<file path="config.mk">
export PLATFORM = sky130hd
export DESIGN_NAME = cur_buffer
export DESIGN_NICKNAME = d
export VERILOG_FILES = /design/src/rtl/cur_buffer.sv
export SDC_FILE = /design/constraint.sdc
export NUM_CORES = 1
export LEC_CHECK = 0
export CORE_ASPECT_RATIO = 2
export CORE_UTILIZATION = 40
export CTS_CLUSTER_SIZE = 25
export DETAILED_ROUTE_END_ITERATION = 7
export GPL_TIMING_DRIVEN = 0
export SYNTH_ARGS = -nofsm -noshare
export SYNTH_HDL_FRONTEND = slang
export SYNTH_SLANG_ARGS = --single-unit
</file>
<file path="constraint.sdc">
create_clock -name clk -period 10.4 [get_ports clk]
set_input_delay 2.08 -clock clk [delete_from_list [all_inputs] [get_ports clk]]
set_output_delay 2.08 -clock clk [all_outputs]
set_load 0.01 [all_outputs]
</file>
<file path="src/rtl/cur_buffer.sv">
// cur_buffer: ping-pong 8x64 current-block buffer; prefetches rows via cur_mem_addr/cur_mem_en/cur_in and streams them as cur_out/cur_row/cur_valid, with cur_ready and a sticky late_err.
module cur_buffer #(
  parameter int BLOCKS_PER_LINE = 482,
  parameter int ROWS = 8
) (
  input  logic        clk,
  input  logic        rst,
  input  logic        en,
  input  logic        next_block,
  input  logic [63:0] cur_in,
  output logic [31:0] cur_mem_addr,
  output logic        cur_mem_en,
  output logic [63:0] cur_out,
  output logic [2:0]  cur_row,
  output logic        cur_valid,
  output logic        cur_ready,
  output logic        late_err
);
  localparam logic [31:0] LAST_ADDR = 32'(BLOCKS_PER_LINE * 64 - 8);
  localparam logic [2:0] LAST_ROW = 3'(ROWS - 1);
  typedef enum logic [1:0] {L_IDLE, L_FETCH, L_DRAIN, L_FULL} lstate_t;
  typedef enum logic {S_IDLE, S_STREAM} sstate_t;
  lstate_t ls, ls_nx;
  sstate_t ss, ss_nx;
  logic [63:0] bank [2][ROWS];
  logic [31:0] addr;
  logic [2:0]  fcnt, cidx, r;
  logic        act, cap_v, pending, ready, late, swap, early;
  assign early = en && next_block && (ls == L_FETCH || ls == L_DRAIN);
  assign swap = en && ((ls == L_FULL && next_block) || (ls == L_DRAIN && (pending || next_block)));
  always_ff @(posedge clk)
    if (rst) begin
      ls      <= L_IDLE;
      ss      <= S_IDLE;
      addr    <= '0;
      fcnt    <= '0;
      cidx    <= '0;
      r       <= '0;
      act     <= 1'b1;
      cap_v   <= 1'b0;
      pending <= 1'b0;
      ready   <= 1'b0;
      late    <= 1'b0;
    end else if (en) begin
      ls      <= ls_nx;
      ss      <= ss_nx;
      addr    <= ls == L_FETCH ? (addr == LAST_ADDR ? '0 : addr + 32'd8) : addr;
      fcnt    <= ls == L_FETCH ? fcnt + 3'd1 : '0;
      cap_v   <= ls == L_FETCH;
      cidx    <= fcnt;
      r       <= swap ? '0 : ss == S_STREAM ? r + 3'd1 : r;
      act     <= act ^ swap;
      pending <= !swap && (pending || early);
      ready   <= ready || swap;
      late    <= late || early;
    end
  always_ff @(posedge clk)
    if (en && cap_v) bank[~act][cidx] <= cur_in;
  always_comb begin
    ls_nx = !en ? ls : swap ? L_FETCH : ls == L_IDLE ? L_FETCH :
            ls == L_FETCH ? (fcnt == LAST_ROW ? L_DRAIN : L_FETCH) : L_FULL;
    ss_nx = !en ? ss : swap ? S_STREAM : (ss == S_STREAM && r != LAST_ROW) ? S_STREAM : S_IDLE;
  end
  always_comb begin
    cur_mem_en   = ls == L_FETCH;
    cur_mem_addr = addr;
    cur_valid    = ss == S_STREAM;
    cur_row      = cur_valid ? r : '0;
    cur_out      = cur_valid ? bank[act][r] : '0;
    cur_ready    = ready;
    late_err     = late;
  end
endmodule

</file>
Word level (Yosys, flattened, before mapping)
Memory sizes are Yosys's and may differ from the RTL's. A register that Yosys moved wholly into a read port is not among the register bits.
Cells that the tools add are included.
{ "classes": {"n_addsub": 3, "multipliers": 0, "n_div": 0, "magnitude_cmp": 3, "n_eq_ne": 6, "n_shift": 0, "muxes": 21, "n_bitwise": 4, "reduce_logical": 20} }
{ "ops": {"columns": ["operator", "n"], "rows": [
  ["$mux 512", 1],
  ["$mux 64", 4],
  ["$bmux 64 s3", 1],
  ["$demux 64 s3", 1],
  ["$add 32x4->32 const B", 1],
  ["$eq 32x15->1 const B", 1],
  ["$mux 32", 1],
  ["$mux 3", 4],
  ["$logic_and 1x1->1", 9],
  ["$ge 4x4->1 const B", 2],
  ["$mux 2", 4],
  ["$not 3->4", 2],
  ["$add 3x1->3 const B", 2],
  ["$logic_or 1x1->1", 6],
  ["$mux 1", 5],
  ["$eq 2x2->1 const B", 2],
  ["$lt 4x1->1 const B", 1],
  ["$reduce_and 2->1", 2],
  ["$eq 3x3->1 const B", 1],
  ["$ne 3x3->1 const B", 1],
  ["$eq 2x1->1 const B", 1],
  ["$logic_not 2->1", 1],
  ["$reduce_bool 2->1", 1],
  ["$logic_not 1->1", 1],
  ["2 further kinds", 2]
]} }
{ "word_totals": {"ff_bits": 49, "latch_bits": 0, "mem_bits_rw": 1024, "romBits": 0, "in_bits": 68, "memories": 1} }
{ "memory_table": {"columns": ["name", "words", "width", "rd", "rd_clocked_by_memory_dff", "wr", "line", "source"], "rows": [
  ["bank", 2, 512, 1, 1, 1, "25", "logic [63:0] bank [2][ROWS];"]
]} }

Logic depth before layout (Yosys ltp)
{ "logic_depth": {"depth_word": 7, "depth_mapped": 8, "depth_no_buf": 6} }

Worst setup path after synthesis
Ideal clock, no wire load.
{ "synth_path": {"kind": "input to register", "from": "input port en", "to": "memory bank[1][256] (netlist bit) (enable)", "setup_time_ps": 565, "arrival_ps": 7262, "t_required_ps": 9835, "setup_slack_ps": 2574, "stages": 4, "path_buffers": 2, "cell_sequence": "clkbuf_1 -> buf_1 -> nand4_1 -> nor3_1"} }
{ "synth_via": {"elab_chain_len": 3} }
{ "synth_rtl": {"columns": ["item", "line", "source"], "rows": [
  ["from (decl)", "8", "input logic en,"],
  ["$logic_and 1x1->1", "58", "if (en && cap_v) bank[~act][cidx] <= cur_in;"],
  ["$mux 1", "58", null],
  ["$mux 512 (not written as such)", "58", null],
  ["to (decl)", "25", null]
]} }
No other way between the ends.

Final worst setup path
{ "layout_path": {"from": "register ss (netlist: cur_valid)", "to": "output port cur_out[59]"} }
{ "layout_via": {"elab_chain_len": 1} }
{ "layout_rtl": {"columns": ["item", "line", "source"], "rows": [
  ["from (decl)", "24", "sstate_t ss, ss_nx;"],
  ["from (signal assigned)", "46", "ss <= ss_nx;"],
  ["$mux 64", "69", "cur_out = cur_valid ? bank[act][r] : '0;"],
  ["to (decl)", "13", "output logic [63:0] cur_out,"]
]} }
No other way between the ends.

==> results.cfg <==
[outcome]
status = complete, no violations

[global_route]
grt_max_degree = 22
grt_pass1_wl_um = 154000
grtUsageTotal_pct = 20.7
gr-total-overflow = 0
grt_antenna_before_repair = 7
grt_pass1_vias = 22415

[cts]
clk_pin_slew_ns = 0.07
cts_buffer_depth = 3
cts_sinks = 1071
numCtsBuffers = 91
cts_max_level = 3
cts_setup_buffers = 0
cts_tree = yes
post_cts_resized = 0
hold_buffers = 0
clock_latency_ns = 0.69
root_buffer = clkbuf_16

[placement]
placed_cells = 3530
gp_congestion = 0.827
port_buffers = 167
dp_hpwl_um = 71000

[pwr]
power_density_mw_per_mm2 = 175
ir_drop_v = 0.000136
leakage_nw = 15.3

[sta]
fin_skew_ns = 0.0218
post-route-period-util_pct = 66.3
fmax_mhz = 145
slew_violations = 0
min_period_ns = 6.90
rsz0062_at_grt = false
timing_worst_slew_pin_value_ns = 1.23
slew_headroom_pct = 18.0
timing.hold.ws_ns = 0.501
setup_viol = 0
finalHoldViolCount = 0

[route]
routed_wl_um = 107000
vias = 20816
firstDrtPassIters = 5
drc_errors = 0
wl_per_cell_um = 28.9
drt_iter0_markers = 1631
ant_nets = 0
via_per_inst = 5.62

[min_path]
hold_path.class = flip-flop to flip-flop

[final_layout]
multiInputGateArea_mm2 = 0.00904
final.fill_count = 8385
drive_above_1_share_pct = 22.0
regArea_mm2 = 0.0317
area_delta_synth_final_pct = 19.5
fin_cells = 3704
nets = 2356

[synth]
synth_area_mm2 = 0.0411
synth_area_leader_cell = edfxtp_1
synth-seq-cells = 1071
async_flop_share_pct = 0
synth_top_area_share_pct = 74.8
avgSynthCellArea_um2 = 21.2
synth_area_leaders = edfxtp_1, mux4_2, mux2i_1
netlist_instances = 1939
netlist-cell-type-count = 47
yosysSeqAreaShare_pct = 77.1
ys_top_cells_by_count = edfxtp_1, mux4_2, mux2i_1
yosysMostFrequentCell = edfxtp_1
synth_warnings = 0
synthFlopType = edfxtp_1
synth_edf_count = 1024

[floorplanning]
die_height_um = 455
rows = 166
pin_count = 171
initial_core_util_pct = 40.2
die_area_mm2 = 0.104
die_w_um = 229
core_mm2 = 0.102

[worst_setup_path]
critical_path_class = flip-flop to output port
end_kind = output port
worstPathArrival_ns = 4.82
cp-start-kind = flip-flop
crit_path_max_fanout = 10
critPathRequiredTime_ns = 8.32

[job]
cap_violations = 0
[critical path, cell delays in order, from the launching register on]
cell and delay, ns:
dfxtp_1 0.36, clkbuf_1 0.31, nand2_1 0.55, clkinv_1 0.47
clkbuf_1 0.63, clkbuf_1 0.68, a32oi_1 0.21, o211ai_1 0.31
clkdlybuf4s50_1 0.60
[report_power, final]
part / total [mW] / internal, mW / switching [mW]
clock: 3.68 / 2.08 / 1.60
sequential: 4.73 / 4.73 / 0.00363
combinational: 0.209 / 0.0830 / 0.126
total: 8.62 / 6.89 / 1.73
[layout by cell type (no fill, tap or decap), types with 12 or more instances in the layout]
master / instances
mux2i_1: 132
clkbuf_16: 91
nor2_1: 31
nor2_4: 12
dfxtp_1: 47
nand3_1: 12
buf_1: 19
clkinv_1: 15
nand2_1: 65
buf_2: 36
bufinv_16: 18
clkdlybuf4s50_1: 167
clkbuf_1: 59
o22ai_1: 42
edfxtp_1: 1024
clkinv_2: 17
buf_6: 31
mux4_2: 234
a32oi_1: 12
o211ai_1: 14
a21oi_1: 24
nand4_1: 25
buf_12: 31
and3_1: 12
[area by class of cell]
cell class                 count  area share (%)
clock buffer                 100            4.73
antenna                        4          0.0204
inverter                      10          0.0764
buffer                       109           0.948
clock inverter                70            1.83
sequential                  1071            64.5
tap                         1344            3.42
timing repair buffer         245            6.04
multi-input combinational    751            18.4
[per-layer routing]
metal,global-route usage (%),wire [um],part of all wire (%)
met5,0,38,0.036
met4,7.90,3250,3.0
met3,3.18,5740,5.4
met2,38.1,58400,55
met1,24.0,39500,37
[stage by stage]
stage                     setup TNS (ns)  area, um2  total power [mW]  worst slack [ns]  utilization (%)
after CTS                              0      49100              8.69              3.45             48.1
after global placement          -1215.65      44500              5.02             -4.77             43.5
final                                  0      49100              8.62              3.50             48.1
after floorplan                        0      41100              4.91              2.57                -
after global routing                   0      49100              8.84              3.34             48.1
after detailed placement               0      45900              5.04              4.22             44.9
[cell families (layout without fill, tap and decap cells)]
kind of cell,count (synthesis),in the layout,synth area share (%)
AOI/OAI and AO/OA,147,147,2.50
DFF,1071,1071,77.1
other,1,7,0.00912
muxes,367,367,16.1
and+or+nand+nor,212,212,2.59
buffers and inverters,119,534,1.22
adders and majority gates,9,9,0.274
xor gates and xnor gates,13,13,0.277
[flip-flops by register name, summed over array words and instances, names as in the netlist, named ones only]
name          cells
bank           1024
cur_mem_addr     29
cidx              3
fcnt              3
r                 3
ls                2
act               1
cap_v             1
cur_ready         1
cur_valid         1
late_err          1
pending           1
[path summary, 6_finish.rpt]
path / to / slack (ns) / cells past startpoint / startpoint
hold / removal: late_err / 0.50 / 2 / late_err
setup reg to reg: bank[1][292] / 7.73 / 5 / cidx[0]
setup / recovery: cur_out[59] / 3.50 / 8 / cur_valid
hold reg to reg: late_err / 0.50 / 2 / late_err
Note: power is estimated with default switching activity, not from simulation.
